File: src/rtl/hazard_scoreboard.sv
// hazard_scoreboard: decode-stage RAW hazard unit for the 5-stage MIPS pipeline.
// Latency: stall is combinational from ID inputs and shadow state; fwd_a/fwd_b are
// registered and valid while the consumer sits in EX. Backpressure: stall holds PC/IF-ID
// and inserts a bubble into ID/EX; flush always overrides stall.
// Ports: clk, rst_n (async active-low); ir_id/id_valid/re1/re2/we_id/wr_id/ld_id/flush
// describe the ID instruction; stall, fwd_a, fwd_b and stall_cnt (saturating) are outputs.
// Build option: define HAZ_FORWARD_EN to compile in forwarding; stalls then occur only on
// load-use. Without it, every RAW hazard against EX or MEM stalls and the selects are 0.
module hazard_scoreboard #(
  parameter int CNT_W = 16
) (
  input  logic             clk,
  input  logic             rst_n,
  input  logic [31:0]      ir_id,
  input  logic             id_valid,
  input  logic             re1,
  input  logic             re2,
  input  logic             we_id,
  input  logic [4:0]       wr_id,
  input  logic             ld_id,
  input  logic             flush,
  output logic             stall,
  output logic [1:0]       fwd_a,
  output logic [1:0]       fwd_b,
  output logic [CNT_W-1:0] stall_cnt
);

  // Shadow pipeline of in-flight destinations. The MEM-stage load flag is not kept:
  // load data is available on the MEM/WB path, so a load in MEM is never a stall cause.
  logic             ex_v_q, ex_v_d;
  logic [4:0]       ex_rd_q, ex_rd_d;
  logic             ex_ld_q, ex_ld_d;
  logic             mem_v_q;
  logic [4:0]       mem_rd_q;
  logic [CNT_W-1:0] cnt_q, cnt_d;

  logic [4:0] rs, rt;
  logic       ex_live, mem_live;
  logic       hit_ex_a, hit_ex_b, hit_mem_a, hit_mem_b;
  logic       hazard;
  logic       load_ex;
  logic       unused_ir;

  assign rs = ir_id[25:21];
  assign rt = ir_id[20:16];
  // Only the register fields are decoded here.
  assign unused_ir = ^{ir_id[31:26], ir_id[15:0]};

  // $0 is hardwired, so a producer of $0 never creates a dependence.
  assign ex_live  = ex_v_q  && (ex_rd_q  != 5'd0);
  assign mem_live = mem_v_q && (mem_rd_q != 5'd0);

  assign hit_ex_a  = id_valid && re1 && ex_live  && (rs == ex_rd_q);
  assign hit_ex_b  = id_valid && re2 && ex_live  && (rt == ex_rd_q);
  assign hit_mem_a = id_valid && re1 && mem_live && (rs == mem_rd_q);
  assign hit_mem_b = id_valid && re2 && mem_live && (rt == mem_rd_q);

  assign stall   = hazard && !flush;
  assign load_ex = !stall && !flush;

  always_comb begin
    ex_v_d  = 1'b0;
    ex_rd_d = 5'd0;
    ex_ld_d = 1'b0;
    if (load_ex) begin
      ex_v_d  = id_valid && we_id;
      ex_rd_d = wr_id;
      ex_ld_d = ld_id;
    end
  end

  always_comb begin
    cnt_d = cnt_q;
    if (stall && (cnt_q != {CNT_W{1'b1}})) begin
      cnt_d = cnt_q + 1'b1;
    end
  end

  always_ff @(posedge clk or negedge rst_n) begin
    if (!rst_n) begin
      ex_v_q   <= 1'b0;
      ex_rd_q  <= 5'd0;
      ex_ld_q  <= 1'b0;
      mem_v_q  <= 1'b0;
      mem_rd_q <= 5'd0;
      cnt_q    <= '0;
    end else begin
      mem_v_q  <= ex_v_q;
      mem_rd_q <= ex_rd_q;
      ex_v_q   <= ex_v_d;
      ex_rd_q  <= ex_rd_d;
      ex_ld_q  <= ex_ld_d;
      cnt_q    <= cnt_d;
    end
  end

  assign stall_cnt = cnt_q;

`ifdef HAZ_FORWARD_EN
  logic [1:0] sel_a, sel_b;
  logic [1:0] fwd_a_q, fwd_a_d, fwd_b_q, fwd_b_d;

  // Only a load still in EX has no result to forward yet.
  assign hazard = ex_ld_q && (hit_ex_a || hit_ex_b);

  // Nearest producer wins: EX/MEM result over MEM/WB result.
  always_comb begin
    sel_a = 2'd0;
    sel_b = 2'd0;
    if (hit_ex_a)       sel_a = 2'd1;
    else if (hit_mem_a) sel_a = 2'd2;
    if (hit_ex_b)       sel_b = 2'd1;
    else if (hit_mem_b) sel_b = 2'd2;
  end

  always_comb begin
    fwd_a_d = 2'd0;
    fwd_b_d = 2'd0;
    if (load_ex && id_valid) begin
      fwd_a_d = sel_a;
      fwd_b_d = sel_b;
    end
  end

  always_ff @(posedge clk or negedge rst_n) begin
    if (!rst_n) begin
      fwd_a_q <= 2'd0;
      fwd_b_q <= 2'd0;
    end else begin
      fwd_a_q <= fwd_a_d;
      fwd_b_q <= fwd_b_d;
    end
  end

  assign fwd_a = fwd_a_q;
  assign fwd_b = fwd_b_q;
`else
  logic unused_ld;

  // No bypass network: hold the consumer until the producer reaches write-through WB.
  assign hazard    = hit_ex_a || hit_ex_b || hit_mem_a || hit_mem_b;
  assign fwd_a     = 2'd0;
  assign fwd_b     = 2'd0;
  assign unused_ld = ex_ld_q;
`endif

endmodule

File: config.mk
export PLATFORM = sky130hd
export DESIGN_NAME = hazard_scoreboard
export DESIGN_NICKNAME = d
export VERILOG_FILES = /design/src/rtl/hazard_scoreboard.sv
export SDC_FILE = /design/constraint.sdc
export NUM_CORES = 1
export LEC_CHECK = 0
export CORE_MARGIN = 1.5
export CORE_UTILIZATION = 42
export DETAILED_ROUTE_END_ITERATION = 16
export GPL_TIMING_DRIVEN = 0
export PLACE_DENSITY = 0.8
export SKIP_CTS_REPAIR_TIMING = 1
export SYNTH_ARGS = -nofsm -noshare
export SYNTH_HDL_FRONTEND = slang
export SYNTH_SLANG_ARGS = --single-unit
File: constraint.sdc
create_clock -name clk -period 2 [get_ports clk]
set_input_delay 0.4 -clock clk [delete_from_list [all_inputs] [get_ports clk]]
set_output_delay 0.4 -clock clk [all_outputs]
set_load 0.02 [all_outputs]
; After elaboration in Yosys (flattened, before gate mapping)
; Cells that the tools add are included.
[word_totals]
regBits = 28
input_bits = 45
output_inout_bits = 21
wordCells = 36
[classes]
n_addsub = 1
n_eq_ne = 5
n_mux = 2
n_reduce_logical = 23
[ops]
columns = op, count
row1 = == test 5 bit, 4
row2 = adder 16 x 1 -> 16 bit (second input constant), 1
row3 = logical AND 1 bit, 16
row4 = inequality test 16 bit (second input constant), 1
row5 = nonzero test 5 bit, 2
row6 = 2-to-1 mux 5 bit, 1
row7 = logical OR 1 bit, 3
row8 = zero test 1 bit, 2
row9 = 2-to-1 mux 1 bit, 1

; Longest topological paths before layout
; Gate-level depths: netlist (run 1).
[logic_depth]
ltp_word = 11
mapped_depth = 7

; Least setup slack after synthesis (run 1)
; OpenSTA, ideal clock, no wires.
[synth_path]
path_kind = input to output
from = input port ir_id[24]
to = output port stall
t_arrival_ns = 1.686
required_time_ns = 1.600
slack_ns = -0.086
cell_stages = 6
path_cell_list = xor2_1 > nor4_2 > a22oi_1 > o22ai_4 > buf_6 > nor2b_1
[synth_via]
elab_chain_len = 6
[synth_lines]
columns = element, line_no
row1 = from (decl), 14  ; input logic [31:0] ir_id,
row2 = == test 5 bit, 53  ; assign hit_ex_a = id_valid && re1 && ex_live && (rs == ex_rd_q);
row3 = logical AND 1 bit, 53
row4 = logical OR 1 bit, 141  ; assign hazard = hit_ex_a || hit_ex_b || hit_mem_a || hit_mem_b;
row5 = logical OR 1 bit * (2 in a row), 141
row6 = logical AND 1 bit *, 58  ; assign stall = hazard && !flush;
row7 = to (decl), 22  ; output logic stall,
; Mark *: on every way between the ends. The rest lies on a longest branch, timed or not.

; Worst setup path in the final report (run 1)
[layout_path]
from = register ex_rd_q[2]
to = output port stall
[layout_via]
elab_chain_len = 8
[layout_lines]
columns = element, line_no
row1 = from (decl), 31  ; logic [4:0] ex_rd_q, ex_rd_d;
row2 = from (signal assigned), 91  ; ex_rd_q <= ex_rd_d;
row3 = nonzero test 5 bit, 50  ; assign ex_live = ex_v_q && (ex_rd_q != 5'd0);
row4 = logical AND 1 bit, 50
row5 = "logical AND 1 bit, on equally long branches (2 in a row)", "53, 54"
row6 = logical OR 1 bit * (3 in a row), 141
row7 = logical AND 1 bit *, 58
; Marked as above.

==> results of run 1 <==
-- worst max-delay path: cells and delay by family, from the launching register on --
kind	cells	cell delay [ps]
AO/OA/AOI/OAI	2	290
buffers and inverters	2	280
flip-flops	1	460
AND/OR/NAND/NOR	2	670
-- metal layers --
layer | wire length (um) | up-vias
met5 | 0 | -
met3 | 162 | 4
met1 | 1250 | 543
met4 | 37 | 0
met2 | 1700 | 38
li1 | - | 563
-- power groups by stage --
stage	clock network [mW]	logic, mW	registers [mW]
global route	0.308	0.175	0.605
detailed placement	0	0.148	0.613
global placement	0	0.143	0.612
floorplan	0	0.0662	0.614
finish	0.265	0.160	0.601
CTS	0.276	0.149	0.603
-- registers in the layout, summed over array words and instances, names as in the netlist --
register / flops
stall_cnt: 16
ex_rd_q: 5
mem_rd_q: 5
ex_v_q: 1
mem_v_q: 1
-- logic make-up after synthesis --
kind of cell,share of synthesized area
fa+ha+maj,0.00832
flops,0.466
xor+xnor,0.198
other cells,0.00249
simple gates,0.239
compound gates,0.0399
buf+inv,0.0324
mux,0.0141
-- worst paths after layout --
check / start / to / slack [ps] / depth (start not counted)
max: ex_rd_q[2]$_DFF_PN0_ / stall / -440 / 6
min: ex_rd_q[1]$_DFF_PN0_ / mem_rd_q[1]$_DFF_PN0_ / 440 / 0
max reg2reg: ex_rd_q[2]$_DFF_PN0_ / stall_cnt[1]$_DFFE_PN0P_ / 30 / 6
min reg2reg: ex_rd_q[1]$_DFF_PN0_ / mem_rd_q[1]$_DFF_PN0_ / 440 / 0
max in group asynchronous: rst_n / ex_rd_q[2]$_DFF_PN0_ / 520 / 1
min in group asynchronous: rst_n / stall_cnt[9]$_DFFE_PN0P_ / 690 / 1
-- metrics by stage --
step	setup TNS (ps)	hold slack (ps)
2_1_floorplan	0	104
3_5_place_dp	-8350	388
4_1_cts	-1670	424
5_1_grt	-1180	435
6_report	-438	435
3_3_place_gp	-7960	384
-- placed cells by master, fill, tap and decap left out, types with 2 or more instances in the layout --
cell,netlist,final
clkdlybuf4s50_1,0,28
dfrtp_1,28,26
xor2_1,24,24
buf_4,4,12
nor2_1,10,10
nand3_1,10,10
xnor2_1,10,10
and2_1,8,8
dlymetal6s2s_1,0,8
nand2_1,4,4
and3_1,4,4
nand4_1,4,4
nor3b_2,4,4
conb_1,1,4
clkbuf_4,0,3
nor4_2,1,2
nor4_1,3,2
buf_6,1,2
dfrtp_2,0,2
-- area by class of cell --
class / instances / area (um^2)
Timing Repair Buffer: 45 / 452
Buffer: 6 / 45.0
Sequential cell: 28 / 703
Tap cell: 46 / 57.6
Inverter: 1 / 3.75
Multi-Input combinational cell: 105 / 796
Fill cell: 283 / 1300
Clock buffer: 4 / 36.3
==> flow_metrics.py, run 1 <==
metrics = {
    "worst_setup_path": {
        "slowest_stage": "or4_4",
        "crit_required_ps": 1600,
        "worst_setup_path_start_kind": "flop",
        "cp_cell_sequence": "or4_4 -> o21ai_4 -> o22ai_4 -> buf_6 -> nor2b_4 -> buf_6",
        "worstPathArrival_ps": 2040,
        "slowest_delay_ps": 560,
        "crit_top_cell": "buf_6",
        "endpoint_kind": "output port",
        "path_max_fanout": 5,
        "critical_path_class": "reg -> out",
    },
    "finish": {
        "diodes": 0,
        "final_nets": 236,
        "drive_gt1_frac": 0.185,
        "utilization": 0.618,
        "areaGrowthSynthToFinish_pct": 39.2,
        "final_cells": 235,
        "finalInstanceArea_mm2": 0.00209,
    },
    "yosys": {
        "synth_top_area_cell": "dfrtp_1",
        "synth_area_leaders": "dfrtp_1 (47%), xor2_1 (14%), xnor2_1 (5.8%), and2_1 (3.3%), nand3_1 (3.3%)",
        "async_flop_share": 1.00,
        "synthesis.area_mm2": 0.00150,
        "ys_ff_latch": 28,
        "synthTopCellsByCount": "dfrtp_1 (28), xor2_1 (24), nand3_1 (10), nor2_1 (10), xnor2_1 (10)",
        "avgSynthCellArea_um2": 11.0,
        "yosysUniqueCellTypes": 33,
        "synth_ff_type": "dfrtp_1",
        "synth_edf_count": 0,
        "yosysSeqAreaShare": 0.466,
        "synthCells": 137,
        "synth_top_area_share": 0.466,
        "ys_warn_count": 0,
        "synthMostInstantiatedCell": "dfrtp_1",
    },
    "power": {
        "p_switching_mw": 0.248,
        "power_density_mw_per_mm2": 490,
        "cellInternalPower_mw": 0.777,
        "swShare": 0.242,
        "power_mw": 1.03,
        "leakagePower_nw": 0.984,
        "irDropWorstVdd_mv": 0.318,
        "power_frac_seq": 0.586,
        "power_frac_comb": 0.155,
        "power.share.clock": 0.258,
    },
    "global_routing": {
        "grtUsageMet2": 0.319,
        "overflow": 0,
        "grt_pass1_wl_mm": 5.44,
        "grt_max_degree": 29,
        "grt_use_total": 0.171,
        "grt_pass1_vias": 1165,
        "met3_usage": 0.0252,
        "busiest_layer": "met2",
        "grt_util_met1": 0.206,
        "antenna_found_initial": 0,
    },
    "die": {
        "dieArea_mm2": 0.00395,
        "start_util": 0.444,
        "core_area_mm2": 0.00339,
        "die_height_um": 62.8,
        "fp.dieW_um": 62.8,
        "pin_count": 66,
        "row_count": 21,
    },
    "sta": {
        "rsz0062_at_grt": "true",
        "fin_crit_ps": 2440,
        "hold_viol": 0,
        "max_freq_mhz": 410,
        "finalClockSkew_ps": 8.10,
        "fin_ws_ps": -438,
        "worstMarginPinSlew_ps": 1190,
        "setup_viol": 1,
        "relSlewSlack": 0.203,
        "period_share": 1.22,
        "slew_violations": 0,
    },
    "placed_design": {
        "port_buffers": 37,
        "place_congestion": 0.795,
        "dp.final_hpwl_mm": 2.42,
        "dp.cells": 223,
        "post-place-ws_ps": -1150,
        "dpl_cell_area_mm2": 0.00195,
    },
    "run": {
        "max-cap-violations": 0,
    },
    "clocking": {
        "cts_tree": "done",
        "clock_sinks": 28,
        "htree_levels": 1,
        "clockBufferDepth": 2,
        "cts-root-buf": "clkbuf_4",
        "clk_latency_ps": 320,
        "clk_pin_slew_ps": 140,
        "cts_buffers": 3,
    },
    "routing": {
        "wl_per_cell_um": 13.4,
        "drt_iter0_markers": 53,
        "drt_wl_total_mm": 3.14,
        "drcViolationCount": 0,
        "first_pass_iters": 6,
        "vias_per_cell": 4.89,
        "ant_nets": 0,
        "num_vias": 1148,
    },
    "min_path": {
        "hold_class": "reg -> reg",
    },
    "run_status": {
        "status": "complete, but fails checks",
        "violations": "negative setup slack",
    },
}
Power figures use the tool's default switching activity.
==> run 2, diff against run 1 <==
CORE_MARGIN = 5   (was 1.5)
==> flow_metrics.py, run 2 (synthesis results as in run 1) <==
metrics = {
    "power": {
        "irDropWorstVdd_mv": 0.354,
        "leakagePower_nw": 0.989,
        "power_density_mw_per_mm2": 521,
    },
    "finish": {
        "n_fill_cell": 274,
        "diodes": 0,
        "finalInstanceArea_mm2": 0.00217,
        "drive_gt1_frac": 0.232,
        "final_nets": 237,
        "layout_common_cells": "clkdlybuf4s50_1 (30), dfrtp_1 (27), xor2_1 (23)",
        "final_cells": 236,
        "areaGrowthSynthToFinish_pct": 44.1,
        "layout_commonest_cell": "clkdlybuf4s50_1",
        "utilization": 0.639,
        "largest_reg_flops": 16,
    },
    "die": {
        "pin_count": 66,
        "fp.dieW_um": 69.8,
        "row_count": 21,
        "dieArea_mm2": 0.00488,
        "core_area_mm2": 0.00339,
        "start_util": 0.444,
        "die_height_um": 69.8,
    },
    "routing": {
        "drt_iter0_markers": 17,
        "wl_per_cell_um": 14.4,
        "first_pass_iters": 4,
        "num_vias": 1170,
        "ant_nets": 0,
        "vias_per_cell": 4.96,
        "drcViolationCount": 0,
        "drt_wl_total_mm": 3.40,
    },
    "global_routing": {
        "grt_max_degree": 29,
        "antenna_found_initial": 0,
        "grt_pass1_wl_mm": 5.71,
        "grt_pass1_vias": 1243,
        "overflow": 0,
        "grt_use_total": 0.142,
    },
    "worst_setup_path": {
        "r2r_start": "mem_rd_q[0]$_DFF_PN0_",
        "critical_path_class": "in -> out",
        "worst_setup_path_start_kind": "primary input",
        "endpoint_kind": "output port",
        "setup.worst_path.start": "ir_id[19]",
        "worstPathArrival_ps": 2090,
        "crit_required_ps": 1600,
        "path_max_fanout": 4,
    },
    "clocking": {
        "htree_levels": 1,
        "cts_tree": "done",
        "clock_sinks": 28,
        "clockBufferDepth": 2,
        "clk_latency_ps": 330,
        "clk_pin_slew_ps": 140,
        "cts-root-buf": "clkbuf_4",
        "cts_buffers": 3,
    },
    "placed_design": {
        "port_buffers": 37,
        "post-place-ws_ps": -1180,
        "dp.cells": 223,
        "dp.final_hpwl_mm": 2.53,
        "place_congestion": 0.836,
        "dpl_cell_area_mm2": 0.00195,
    },
    "sta": {
        "whs_ps": 57.3,
        "max_freq_mhz": 402,
        "relSlewSlack": 0.596,
        "finalClockSkew_ps": 1.80,
        "hold_viol": 0,
        "setup_viol": 11,
        "rsz0062_at_grt": "true",
        "period_share": 1.24,
        "fin_ws_ps": -490,
        "worstMarginPinSlew_ps": 606,
        "fin_crit_ps": 2490,
        "slew_violations": 0,
    },
    "min_path": {
        "hold_class": "in -> async",
    },
    "run_status": {
        "status": "complete, but fails checks",
        "violations": "negative setup slack",
    },
    "run": {
        "max-cap-violations": 0,
    },
}
## run 2: critical path, cell delays in order
cell,delay (ps)
clkdlybuf4s50_1,450
xor2_1,190
nor4_2,290
a22oi_2,120
o22ai_4,250
buf_6,130
nor2b_4,130
buf_6,120
## run 2: final timing paths
path | cells past startpoint | slack (ps) | to
setup / recovery | 8 | -490 | stall
hold / removal | 1 | 60 | stall_cnt[7]$_DFFE_PN0P_
setup reg to reg | 9 | -80 | stall_cnt[14]$_DFFE_PN0P_
hold reg to reg | 0 | 420 | mem_v_q$_DFF_PN0_
max in group asynchronous | 1 | 1520 | ex_rd_q[2]$_DFF_PN0_
min in group clk | 0 | 420 | mem_v_q$_DFF_PN0_
## run 2: per-stage QoR
| step | power, mW | setup TNS, ps |
|---|---|---|
| 6_report | 1.13 | -1250 |
| 5_1_grt | 1.18 | -2510 |
| 4_1_cts | 1.13 | -1690 |
| 3_5_place_dp | 0.763 | -8480 |
| 3_3_place_gp | 0.756 | -7750 |
| 2_1_floorplan | 0.680 | 0 |
## run 2: area by class of cell
type | count | area [um^2] | area share
Buffer | 6 | 45.0 | 0.0208
Inverter | 1 | 3.75 | 0.00173
Tap cell | 46 | 57.6 | 0.0266
Clock buffer | 3 | 22.5 | 0.0104
Sequential cell | 28 | 702 | 0.324
Clock inverter | 1 | 30.0 | 0.0139
Timing Repair Buffer | 46 | 454 | 0.210
Multi-Input combinational cell | 105 | 852 | 0.393
## run 2: routing by layer
metal	up-vias	routed length, um	GRT usage
li1	563	-	-
met1	567	1410	0.171
met2	35	1720	0.244
met3	5	224	0.0420
met4	0	36	0.0383
met5	-	0	0
## run 2: power by group
group | total [mW] | internal [mW] | switching [mW]
Sequential | 0.602 | 0.583 | 0.0195
Combinational | 0.161 | 0.0829 | 0.0784
Clock | 0.366 | 0.203 | 0.164
Total | 1.13 | 0.868 | 0.262
==> run 3, diff against run 2 <==
HOLD_SLACK_MARGIN = 0.08   (was unset)
==> results of run 3 <==
Same layout as run 2: the final DEF is identical, and so are final timing and power.
==> patch 1, RTL diff (flow settings as in run 1) <==
The option `HAZ_FORWARD_EN` is turned on by a define.
--- a/src/rtl/hazard_scoreboard.sv
+++ b/src/rtl/hazard_scoreboard.sv
@@ -8,2 +8,4 @@
 // load-use. Without it, every RAW hazard against EX or MEM stalls and the selects are 0.
+`define HAZ_FORWARD_EN
+
 module hazard_scoreboard #(
Function: changed (Yosys sat finds a counterexample within 4 cycles, from zero or initial values and one cycle with rst_n low).
==> patch 1 against run 1 <==
- the flow still finishes with violations (setup timing)
- worst setup slack improved by 0.068 ns
- utilization rose by 5.4 points
- area after synthesis rose by 12%
- sequential share of layout area fell by 0.61 points
- first-iteration DRC count rose by 19%
- cell count rose by 11%
- routed wire length rose by 42%
- via count rose by 23%
- synthesized cell count rose by 8.8%
- sequential cell count rose by 5
- total power rose by 28%
- final area rose by 20%
- die area rose by 11%
- critical path depth rose by 1
- largest cell class unchanged
==> patch 1: results (changes against run 1) <==
metric	value	unit	change
R2R depth	7		was 6
layout cell share with drive strength beyond 1	23.0	%	was 18.5%
vias in the first global route	1339		was 1165
Final GP Congestion	0.862		was 0.795
violated checks	setup timing		unchanged
R2R Path End	stall_cnt[14]		was stall_cnt[1]
non-filler cells, final	261		was 235
GRT Total Usage	19.2	%	was 17.1%
first-pass GRT wire length	6350	um	was 5440 um
Max stage delay on crit path	0.44	ns	was 0.56 ns
number of port buffers	43		was 37
synth unique cells	31		was 33
flop2flop setup slack	-0.24	ns	was 0.03 ns
Critical Path AT	1.97	ns	was 2.04 ns
peak supply drop	0.490	mV	was 0.318 mV
Final Setup Violations	22		was 1
reg2reg start	ex_rd_q[1]		was ex_rd_q[2]
PnR worst setup slack	-0.370	ns	was -0.438 ns
final hold slack	0.166	ns	was 0.435 ns
Worst-Margin Slew	0.702	ns	was 1.19 ns
Synth Area in Adders	0.743	%	was 0.832%
clk_lat worst skew	0.28	ns	was 0.32 ns
CTS clock-pin slew for the worst setup and hold paths	0.06	ns	was 0.14 ns
clock root cell	clkbuf_8		was clkbuf_4
Crit path max-delay family	simple AND/OR/NAND/NOR gates		unchanged
H-tree Lvls	2		was 1
Clock Skews	0.00413	ns	was 0.00810 ns
Synth Area in Compound Gates	2.23	%	was 3.99%
layout filler cell count	271		was 283
met1 Resource Use GR	23.7	%	was 20.6%
pre-CTS WS	-1.05	ns	was -1.15 ns
syn_nets	195		
synth cell count leaders	dfrtp_1, xor2_1, nand2_1		was dfrtp_1, xor2_1, nand3_1, nor2_1, xnor2_1
CP max stage cell	dfrtp_2		was or4_4
post-synthesis mux area share	2.01	%	was 1.41%
register area share after synthesis	49.0	%	was 46.6%
largest net degree at the start of global routing	34		was 29
MaxCap Viol Count	0		unchanged
Largest register FFs	16		unchanged
drt first pass iters	4		was 6
Worst Hold Class	in -> async		was reg -> reg
initial DRC count	63		was 53
ant diodes	0		unchanged
Lkg Pwr	0.00121	uW	was 0.000984 uW
Num CTS Buffers	5		was 3
status	finished, violations left		unchanged
ranking of synthesized cells by area	dfrtp_1, xor2_1, xnor2_1, nor4_4, nand2_1		was dfrtp_1, xor2_1, xnor2_1, and2_1, nand3_1
met2 Usage GRT	30.9	%	was 31.9%
Clock Path Buffers	2		unchanged
placed cells	240		was 223
Final Routed Wirelength	4470	um	was 3140 um
Cells after Synth	149		was 137
HPWL after detailed placement	2830	um	was 2420 um
met3 Use GR	5.45	%	was 2.52%
async set-or-reset flop fraction in the synthesized netlist	100	%	unchanged
post-DR vias/cell	5.41		was 4.89
post-synthesis xor/xnor area fraction	17.2	%	was 19.8%
initial antenna violation count	0		unchanged
patch 1: changes by cell type after synthesis, moves of 3 or more:
cell	delta
nor4_1	+4
nand2_1	+8
nand3_1	-7
buf_4	-4
dfrtp_1	+5
nor3_1	+7
nor2_1	-4
mux2_2	+3
nor3b_2	-4
nor4_4	+3
patch 1: report_power, final:
group,internal (uW),switching (uW)
clock,247,226
combinational,77.4,65.4
sequential,681,16.7
patch 1: kinds of logic (layout without fill, tap and decap cells):
kind of cell             count (synthesis)  after routing
AO/OA/AOI/OAI                            5              5
XOR/XNOR                                33             33
adder cells (fa/ha/maj)                  1              1
buffers and inverters                    6             70
flip-flops                              33             33
multiplexers                             3              3
AND/OR/NAND/NOR                         68             68
patch 1: worst max path at each step:
stage	cells past startpoint	endpoint	from	slack [ns]
floorplan	8	stall_cnt[1]	stall_cnt[0]	-0.01
CTS	9	stall	ir_id[24]	-1.07
global placement	9	stall	ir_id[24]	-1.01
global route	7	stall	ex_rd_q[4]	-0.49
finish	7	stall	ex_rd_q[1]	-0.37
detailed placement	9	stall	ir_id[24]	-1.05
patch 1: cell type report:
cell class | instances | area share (%)
Tap cell | 48 | 2.39
Buffer | 2 | 1.24
Sequential cell | 33 | 33.0
Timing Repair Buffer | 57 | 22.5
Inverter | 3 | 0.448
Clock buffer | 8 | 3.18
Multi-Input combinational cell | 110 | 37.3
patch 1: stage by stage:
stage | total power [uW] | cell area (sq um) | TNS (ns)
after floorplan | 759 | 1690 | -0.0110
after global placement | 831 | 2180 | -12.10
after detailed placement | 837 | 2180 | -11.70
after CTS | 1300 | 2260 | -4.10
after global routing | 1370 | 2510 | -5.03
final | 1310 | 2510 | -2.34
patch 1: worst reg2reg max path, delay by kind of cell, from the launching register on:
family	cells	cell delay, ns
and+or+nand+nor	4	0.98
DFF	1	0.44
muxes	1	0.37
xor gates and xnor gates	1	0.18
buffers and inverters	1	0.17
patch 1: layer usage:
layer / up-vias / part of all wire [%]
li1: 648 / -
met1: 694 / 39
met2: 57 / 53
met3: 12 / 6.1
met4: 0 / 2.1
met5: - / 0
==> patch 2, RTL diff (flow settings as in run 1) <==
Made on the original files. Put one more register stage on the output `stall_cnt`, cleared by the reset. The value now appears one clock later. The other outputs are not delayed to match.
--- a/src/rtl/hazard_scoreboard.sv
+++ b/src/rtl/hazard_scoreboard.sv
@@ -96,3 +96,9 @@
 
-  assign stall_cnt = cnt_q;
+  always_ff @(posedge clk or negedge rst_n) begin
+    if (!rst_n) begin
+      stall_cnt <= '0;
+    end else begin
+      stall_cnt <= cnt_q;
+    end
+  end
 
Formal check against the unedited RTL: not equivalent (a bounded check fails within 4 cycles, from zero or initial values and one cycle with rst_n low).
==> patch 2 against run 1 <==
- the flow still finishes with violations (setup timing)
- sequential cell count is 16 higher
- synthesized cell count is 14% higher
- worst setup slack better by 0.013 ns
- die area is 25% higher
- area after synthesis is 27% higher
- total power is 60% higher
- global-route usage is 2.8 points lower
- combinational power is 4% higher
- worst hold slack worse by 0.033 ns
- routed wire length is 11% higher
- final area is 23% higher
- critical path depth stayed put
- critical path type unchanged
- largest power group unchanged
==> patch 2: results (changes against run 1) <==
metric	value	unit	change
status	finished, violations left		unchanged
violated checks	setup timing		unchanged
Clock Skews	0.00430	ns	was 0.00810 ns
Final Setup Violations	3		was 1
clk_lat worst skew	0.29	ns	was 0.32 ns
setup tns final	-0.553	ns	was -0.438 ns
layout filler cell count	363		was 283
H-tree Lvls	2		was 1
R2R Path End	cnt_q[1]		was stall_cnt[1]
largest net degree at the start of global routing	43		was 29
pre-CTS WS	-1.19	ns	was -1.15 ns
CP startpoint	mem_rd_q[1]		was ex_rd_q[2]
CTS clock-pin slew for the worst setup and hold paths	0.07	ns	was 0.14 ns
register area share after synthesis	57.8	%	was 46.6%
Max stage delay on crit path	0.61	ns	was 0.56 ns
Num CTS Buffers	5		was 3
crit path max fanout	3		was 5
synth unique cells	31		was 33
PnR worst setup slack	-0.425	ns	was -0.438 ns
DR vias	1293		was 1148
CP max stage cell	or4_1		was or4_4
fraction of area in multi-input gates	31.5	%	was 38.0%
design area	2580	sq um	was 2090 sq um
met1 Resource Use GR	17.8	%	was 20.6%
met3 WL	177	um	was 162 um
first-pass GRT wire length	5490	um	was 5440 um
layout cell share with drive strength beyond 1	16.5	%	was 18.5%
initial DRC count	19		was 53
Lkg Pwr	0.00121	uW	was 0.000984 uW
buffering overhead	19.8	%	was 23.7%
vias in the first global route	1198		was 1165
HPWL after detailed placement	2420	um	about the same
Final GP Congestion	0.849		was 0.795
[patch 2: cell count changes after synthesis, sizes merged, moves of 2 or more]
cell	change
nor4b	+3
clkbuf	+2
a41oi	+2
nor3b	-2
nand2	+4
dfrtp	+16
and2	-2
[patch 2: report_power, final]
group,total (uW),internal [uW],switching [uW]
clock network,541,281,260
logic,166,83.5,82.6
registers,931,910,20.8
total,1640,1270,363
[patch 2: kinds of logic after synthesis]
group	Yosys count	share of synthesized area [%]
buffers and inverters	7	2.56
adder cells (fa/ha/maj)	1	0.656
multiplexers	1	0.591
AO/OA/AOI/OAI	9	4.20
XOR/XNOR	34	15.6
flip-flops	44	57.8
AND/OR/NAND/NOR	59	18.4
other	1	0.197
[patch 2: worst max path at each step]
stage / to / slack [ns]
after floorplan: stall / 0.004
after global placement: stall / -1.19
after detailed placement: stall / -1.19
after CTS: stall / -1.20
after global routing: stall / -0.47
final: stall / -0.43
